[config.mk]
export PLATFORM = sky130hd
export DESIGN_NAME = cra_sbr_stack
export DESIGN_NICKNAME = d
export VERILOG_FILES = /design/src/rtl/ebox_pkg.sv /design/src/rtl/cra_sbr_stack.sv
export SDC_FILE = /design/constraint.sdc
export NUM_CORES = 1
export LEC_CHECK = 0
export BUFFER_PORTS_ARGS = -buffer_cell sky130_fd_sc_hd__buf_2
export CELL_PAD_IN_SITES_DETAIL_PLACEMENT = 1
export CELL_PAD_IN_SITES_GLOBAL_PLACEMENT = 2
export CORE_ASPECT_RATIO = 2
export CORE_MARGIN = 4
export CORE_UTILIZATION = 40
export CTS_CLUSTER_SIZE = 28
export DETAILED_ROUTE_END_ITERATION = 12
export PLACE_DENSITY = 0.76
export SLEW_MARGIN = 20
export SYNTH_ARGS = -nofsm -noshare
export SYNTH_HDL_FRONTEND = slang
export SYNTH_SLANG_ARGS = --single-unit
[constraint.sdc]
create_clock -name clk -period 3.7 [get_ports clk]
set_input_delay 0.555 -clock clk [delete_from_list [all_inputs] [get_ports clk]]
set_output_delay 0.555 -clock clk [all_outputs]
set_load 0.05 [all_outputs]
[src/rtl/ebox_pkg.sv]
// ebox_pkg: shared EBOX types and helpers.
//   tCRADR          - CRAM address (11 bits on the production machine)
//   tSbrEntry       - one subroutine-stack entry: address plus even parity bit
//   CRA_STACK_DEPTH - production depth of the CALL/RETURN stack
//   sbrParity()     - parity generator/checker for stack entries
package ebox_pkg;

  localparam int CRA_ADR_W       = 11;
  localparam int CRA_STACK_DEPTH = 16;

  // Widest address sbrParity accepts. Narrower addresses are zero-extended
  // by the caller, which leaves the XOR-reduction parity unchanged.
  localparam int CRA_PAR_MAX_W   = 64;

  typedef logic [CRA_ADR_W-1:0] tCRADR;

  typedef struct packed {
    tCRADR adr;
    logic  par;
  } tSbrEntry;

  function automatic logic sbrParity(input logic [CRA_PAR_MAX_W-1:0] adr);
    return ^adr;
  endfunction

endpackage

[src/rtl/cra_sbr_stack.sv]
// cra_sbr_stack: parametrised microcode CALL/RETURN stack for the CRAM address path.
//   clk        CLK.CRA, every state change on the rising edge
//   RESET      CLK.MR_RESET, synchronous, active-high; dominates all other inputs
//   call       CRAM.CALL: push cradr
//   force1777  CLK.FORCE_1777: page-fail synthetic call, also pushes cradr
//   ret        CTL.DISP_RETURN: pop into sbrRet (ignored when a push is requested)
//   cradr      current CRADR, the value pushed
//   sbrRet     registered return address (SBR_RET dispatch source)
//   sp         next-empty slot index
//   count      occupied entries, 0..DEPTH
//   overflow   sticky: push while full (oldest entry overwritten)
//   underflow  sticky: pop while empty
//   parErr     sticky: popped entry failed its parity check
//   clrErr     clears the three sticky flags; a same-cycle new error wins
//   diagIdx    diagnostic depth, 0 = top of stack
//   diagData   combinational read of entry (sp-1-diagIdx) mod DEPTH
module cra_sbr_stack
  import ebox_pkg::*;
#(
  parameter int ADR_W = CRA_ADR_W,
  parameter int DEPTH = CRA_STACK_DEPTH,
  parameter int SP_W  = $clog2(DEPTH)
) (
  input  logic             clk,
  input  logic             RESET,
  input  logic             call,
  input  logic             force1777,
  input  logic             ret,
  input  logic [ADR_W-1:0] cradr,
  output logic [ADR_W-1:0] sbrRet,
  output logic [SP_W-1:0]  sp,
  output logic [SP_W:0]    count,
  output logic             overflow,
  output logic             underflow,
  output logic             parErr,
  input  logic             clrErr,
  input  logic [SP_W-1:0]  diagIdx,
  output logic [ADR_W-1:0] diagData
);

  // Same layout as tSbrEntry, but sized by ADR_W so non-default widths work.
  typedef struct packed {
    logic [ADR_W-1:0] adr;
    logic             par;
  } entry_t;

  localparam logic [SP_W:0] FULL_COUNT = (SP_W+1)'(DEPTH);

  entry_t           stack_q [DEPTH];

  logic [SP_W-1:0]  sp_q, sp_d;
  logic [SP_W:0]    count_q, count_d;
  logic [ADR_W-1:0] sbr_ret_q, sbr_ret_d;
  logic             ovf_q, ovf_d;
  logic             unf_q, unf_d;
  logic             par_err_q, par_err_d;

  logic             push;
  logic             pop;
  logic             full;
  logic             empty;
  logic [SP_W-1:0]  top_idx;
  logic [SP_W-1:0]  diag_idx_eff;
  entry_t           top_entry;
  entry_t           wr_entry;

  assign push         = call | force1777;
  // A push (CALL or page-fail) suppresses a return in the same cycle.
  assign pop          = ret & ~push;
  assign full         = (count_q == FULL_COUNT);
  assign empty        = (count_q == '0);
  // SP_W-bit arithmetic gives the modulo-DEPTH wrap for free (DEPTH is 2**SP_W).
  assign top_idx      = sp_q - 1'b1;
  assign diag_idx_eff = sp_q - 1'b1 - diagIdx;
  assign top_entry    = stack_q[top_idx];

  always_comb begin
    wr_entry.adr = cradr;
    wr_entry.par = sbrParity(CRA_PAR_MAX_W'(cradr));
  end

  // NOTE: every variable gets its hold value first so no path leaves it
  // unassigned; that is what keeps this block free of inferred latches.
  always_comb begin
    sp_d      = sp_q;
    count_d   = count_q;
    sbr_ret_d = sbr_ret_q;
    // Clear is applied first so a fresh error below overrides it.
    ovf_d     = clrErr ? 1'b0 : ovf_q;
    unf_d     = clrErr ? 1'b0 : unf_q;
    par_err_d = clrErr ? 1'b0 : par_err_q;

    if (push) begin
      sp_d = sp_q + 1'b1;
      if (full) begin
        // Circular overwrite of the oldest entry; count saturates.
        ovf_d = 1'b1;
      end else begin
        count_d = count_q + 1'b1;
      end
    end else if (pop) begin
      if (empty) begin
        unf_d = 1'b1;
      end else begin
        sbr_ret_d = top_entry.adr;
        sp_d      = top_idx;
        count_d   = count_q - 1'b1;
        if (sbrParity(CRA_PAR_MAX_W'(top_entry.adr)) != top_entry.par) begin
          par_err_d = 1'b1;
        end
      end
    end
  end

  // NOTE: state registers use non-blocking assignments so every flop samples
  // the pre-edge values of the others regardless of statement order.
  always_ff @(posedge clk) begin
    if (RESET) begin
      sp_q      <= '0;
      count_q   <= '0;
      sbr_ret_q <= '0;
      ovf_q     <= 1'b0;
      unf_q     <= 1'b0;
      par_err_q <= 1'b0;
    end else begin
      sp_q      <= sp_d;
      count_q   <= count_d;
      sbr_ret_q <= sbr_ret_d;
      ovf_q     <= ovf_d;
      unf_q     <= unf_d;
      par_err_q <= par_err_d;
    end
  end

  // NOTE: the storage array has no reset; only the pointer and count are
  // cleared, so stale contents are unreachable until rewritten.
  always_ff @(posedge clk) begin
    if (!RESET && push) begin
      stack_q[sp_q] <= wr_entry;
    end
  end

  assign sbrRet    = sbr_ret_q;
  assign sp        = sp_q;
  assign count     = count_q;
  assign overflow  = ovf_q;
  assign underflow = unf_q;
  assign parErr    = par_err_q;
  assign diagData  = stack_q[diag_idx_eff].adr;

endmodule
# Yosys cells after proc, flatten, opt, wreduce, memory -nomap -nowiden
# Memories as Yosys holds them, arrays and structs flattened.
# Cells that the tools add are included.
word_totals:
  register_bits: 23
  elab_cells: 50
  in_bits: 21
  ramBits: 192
  memories: 1
  output_inout_bits: 34
op_classes:
  bitwise_logic: 4
  n_eq_ne: 4
  mux: 21
  add_sub_neg: 5
  n_reduce_logical: 9
memory_table:
  columns: ["name", "words", "word_bits", "read_ports", "rd_clocked_by_memory_dff", "write_ports", "line", "rtl"]
  rows:
  - ["stack_q", 16, 12, 2, 0, 1, "cra_sbr_stack.sv:49", "entry_t stack_q [DEPTH];"]
ops:
  columns: ["operator", "n"]
  rows:
  - ["parity 64 bit", 2]
  - ["two-way mux 5 bit", 4]
  - ["two-way mux 1 bit", 14]
  - ["two-way mux 4 bit", 3]
  - ["AND reduction 3 bit", 2]
  - ["adder 5 x 1 -> 5 bit (second input constant)", 1]
  - ["== test 5 bit (second input constant)", 1]
  - ["logical NOT 5 bit", 1]
  - ["subtractor 5 x 1 -> 5 bit (second input constant)", 1]
  - ["adder 4 x 1 -> 4 bit (second input constant)", 1]
  - ["!= test 2 bit (second input constant)", 2]
  - ["subtractor 4 x 1 -> 4 bit (second input constant)", 1]
  - ["subtractor 4 bit", 1]
  - ["inverter 1 bit", 2]
  - ["AND reduction 2 bit", 1]
  - ["nonzero test 2 bit", 1]
  - ["AND 1 bit", 1]
  - ["logical AND 1 bit", 1]
  - ["logical NOT 1 bit", 1]
  - ["!= test 1 bit", 1]
  - ["bitwise OR 1 bit", 1]

# Logic depth before layout (Yosys ltp)
# An unclocked memory read counts as a cell.
logic_depth:
  word_depth: 8
  depth_mapped: 14
  depth_no_buf: 10

# Worst setup path after synthesis
# No wires, ideal clock.
synth_path:
  path_type: "register to output"
  start: "register sp_q[0] (netlist: sp[0])"
  end: "output diagData[0]"
  required_time_ns: 3.145
  arrival_ns: 3.679
  path_buffers: 5
  stages_incl_launch_ff: 14
  path_slack_ns: -0.534
  cell_sequence: "dfxtp_1 > buf_6 > buf_2 > inv_1 > ha_1 > buf_2 > clkbuf_1 > inv_1 > ha_1 > a21o_1 > a21oi_1 > xnor2_1 > buf_1 > mux4_2"
synth_between:
  elab_chain_cells: 3
synth_lines:
  columns: ["item", "line", "rtl"]
  rows:
  - ["start: declaration", "cra_sbr_stack.sv:51", "logic [SP_W-1:0] sp_q, sp_d;"]
  - ["start signal: assignment", "cra_sbr_stack.sv:126", "sp_q <= sp_d;"]
  - ["subtractor 4 x 1 -> 4 bit", "cra_sbr_stack.sv:74", "assign diag_idx_eff = sp_q - 1'b1 - diagIdx;"]
  - ["subtractor 4 bit", "cra_sbr_stack.sv:74", null]
  - ["memory read (16 x 12 bit)", null, null]
  - ["end: declaration", "cra_sbr_stack.sv:38", "output logic [ADR_W-1:0] diagData"]
# No other way between the ends.

# Worst setup path in the final report
layout_path:
  start: "register sp_q[0] (netlist: sp[0])"
  end: "output diagData[9]"
# Same word-level chain as after synthesis.

==> metrics.cfg <==
[setup_path]
crit_type=flip-flop to output pin
crit_path_max_fanout=11
crit_arrival_ps=3100
r2r-start=sp[0]
reg2reg_slack_ps=650
start_kind=flip-flop
cp-end-kind=output pin
rr_worst_depth=11
timing.rr.end=parErr
required_ps=3140

[status]
outcome=finished clean

[synth]
netlist_area_mm2=0.0101
synth-simple-area-share=0.0312
synth.avg_cell_area_um2=18.8
synth-compound-area-share=0.0144
synth_top_area_share=0.571
synth_seq_area_share=0.617
synth_fa_ha_area_frac=0.0164
synthArstFlopShare=0
netlist_instances=537
muxShareOfSynthArea=0.266
synth-xor-area-share=0.0330
syn_nets=570
ys.flop_type=edfxtp_1
synth_edf_count=192
synth_area_leader_cell=edfxtp_1
yosysWarnings=0
synth_top_family_by_area=multiplexers
synth.distinct_cells=36
synth_seq_cells=215
synthTopCellsByArea=edfxtp_1, mux4_2, dfxtp_1, mux2i_1, xnor2_1

[global_routing]
grt_pass1_wl_um=39300
antenna_found_initial=0
grt_max_degree=54
grt_pass1_vias=6110
grtUsageTotal=0.194
overflow=0

[clock_network]
clk_latency_ps=510
cts_tree=done
cts_max_level=1
clockBufferDepth=3
cts-hold-fix-buffers=0
path_clk_slew_ps=70
root_buffer=clkbuf_16
clock-sinks=215
cts_buffers=20

[layout]
drive_gt1_frac=0.408
fillers=2337
stdcell_area_mm2=0.0120
nets=656
final_common_cell=edfxtp_1
syn_to_final_growth_pct=18.9
multi_input_area_mm2=0.00370
final_cell_mix=edfxtp_1, mux4_2, buf_2, buf_4, nand2_1
seqCellArea_mm2=0.00623
num_antenna_cells=0

[floorplanning]
ios=55
coreArea_mm2=0.0249
die_h_um=233
start_util=0.405
rows=82
die_x_um=120
die_area_mm2=0.0280

[timing]
fin_worst_skew_ps=11.8
maxSlewViolCount=0
whs_ps=313
post-route-min-period_ps=3660
hold_viol=0
tns_ps=0
rsz0062_at_grt=true
slew_headroom=0.551
post-route-period-util=0.988
worstMarginPinSlew_ps=671
worst_slack_ps=42.7
fmax_ghz=0.273
setup_viol=0

[power]
p_leak_nw=4.12
cellPowerDensity_mw_per_mm2=860
vdd_drop_max_v=0.000860

[hold_path]
holdPathEnd=underflow
holdPathStages=3
hold_path.startpoint=ret
hold_path.class=primary input to flip-flop

[drt]
postRouteWirelength_um=26600
drc=0
firstDrtPassIters=4
first_iter_violations=474
vias_per_cell=5.67
final_antenna_net_count=0
via_count=5521
wl_per_cell_um=27.4

[job]
maxCapViolations=0

[place]
dp.final_hpwl_um=16400
numPortBuffers=54
dp_slack_ps=289
globalplace.congestion=0.753
place_area_mm2=0.0110

through the flow:
step                power (mW)  instances  utilization
finish                    10.3        973        0.481
global route              10.7        973        0.481
CTS                       10.4        972        0.480
detailed placement        7.52        927        0.440
global placement          7.47        927        0.440
floorplan                 6.31        537            -
sequential cells by signal (all words and copies together), names as in the netlist:
signal / cells
sp: 4
stack_q: 192
count: 5
overflow: 1
underflow: 1
parErr: 1
sbrRet: 11
layout make-up:
class | count | share of cell area
repair buffers | 99 | 0.0726
clock inverters | 15 | 0.0175
flip-flops and latches | 215 | 0.519
inverters | 11 | 0.00344
well taps | 336 | 0.0350
multi-input cells | 276 | 0.309
clock buffers | 21 | 0.0438
where the power goes:
part | total [mW] | switching, mW | internal, mW | leakage [nW]
clock | 2.29 | 0.949 | 1.34 | 0.356
sequential | 2.88 | 0.0816 | 2.79 | 1.92
combinational | 5.16 | 2.77 | 2.39 | 1.84
how the worst max path moves through the flow:
stage / start / to / cells after the start
2_1_floorplan: sp[0] / diagData[10] / 9
3_3_place_gp: diagIdx[0] / diagData[3] / 7
3_5_place_dp: diagIdx[0] / diagData[1] / 7
4_1_cts: sp[1] / diagData[0] / 8
5_1_grt: sp[0] / diagData[9] / 8
6_report: sp[0] / diagData[9] / 8
repair_timing:
action                     in CTS  in global routing
setup endpoints to repair      11                  4
buffers inserted                5                  0
pin swaps                       2                  1
resized for setup              29                  1
gates cloned                    4                  1
cell usage after synthesis, types with 5 or more instances:
library cell	number
nor2_1	25
a21oi_1	17
dfxtp_1	23
edfxtp_1	192
mux2i_1	26
ha_1	10
xor2_1	6
xnor2_1	22
buf_1	5
nand2_1	32
mux4_2	103
clkbuf_1	17
buf_2	5
inv_1	10
kinds of logic after synthesis:
group                    Yosys count
XOR/XNOR                          33
multiplexers                     133
AND/OR/NAND/NOR                   73
flip-flops                       215
adder cells (fa/ha/maj)           12
AO/OA/AOI/OAI                     25
buffers and inverters             46
worst max-delay path, cell delays in order (launching register included):
cell and delay (ps):
dfxtp_4 350, buf_4 130, ha_2 200, fa_2 600, buf_12 160, buf_16 160, mux4_2 320, mux4_2 490
buf_6 170
per-layer routing:
layer,wire length (µm),track usage
met3,1550,0.0263
met2,15000,0.366
met5,0,0
met1,9190,0.223
met4,843,0.0691
No activity file was read; power rests on OpenSTA's default activity.
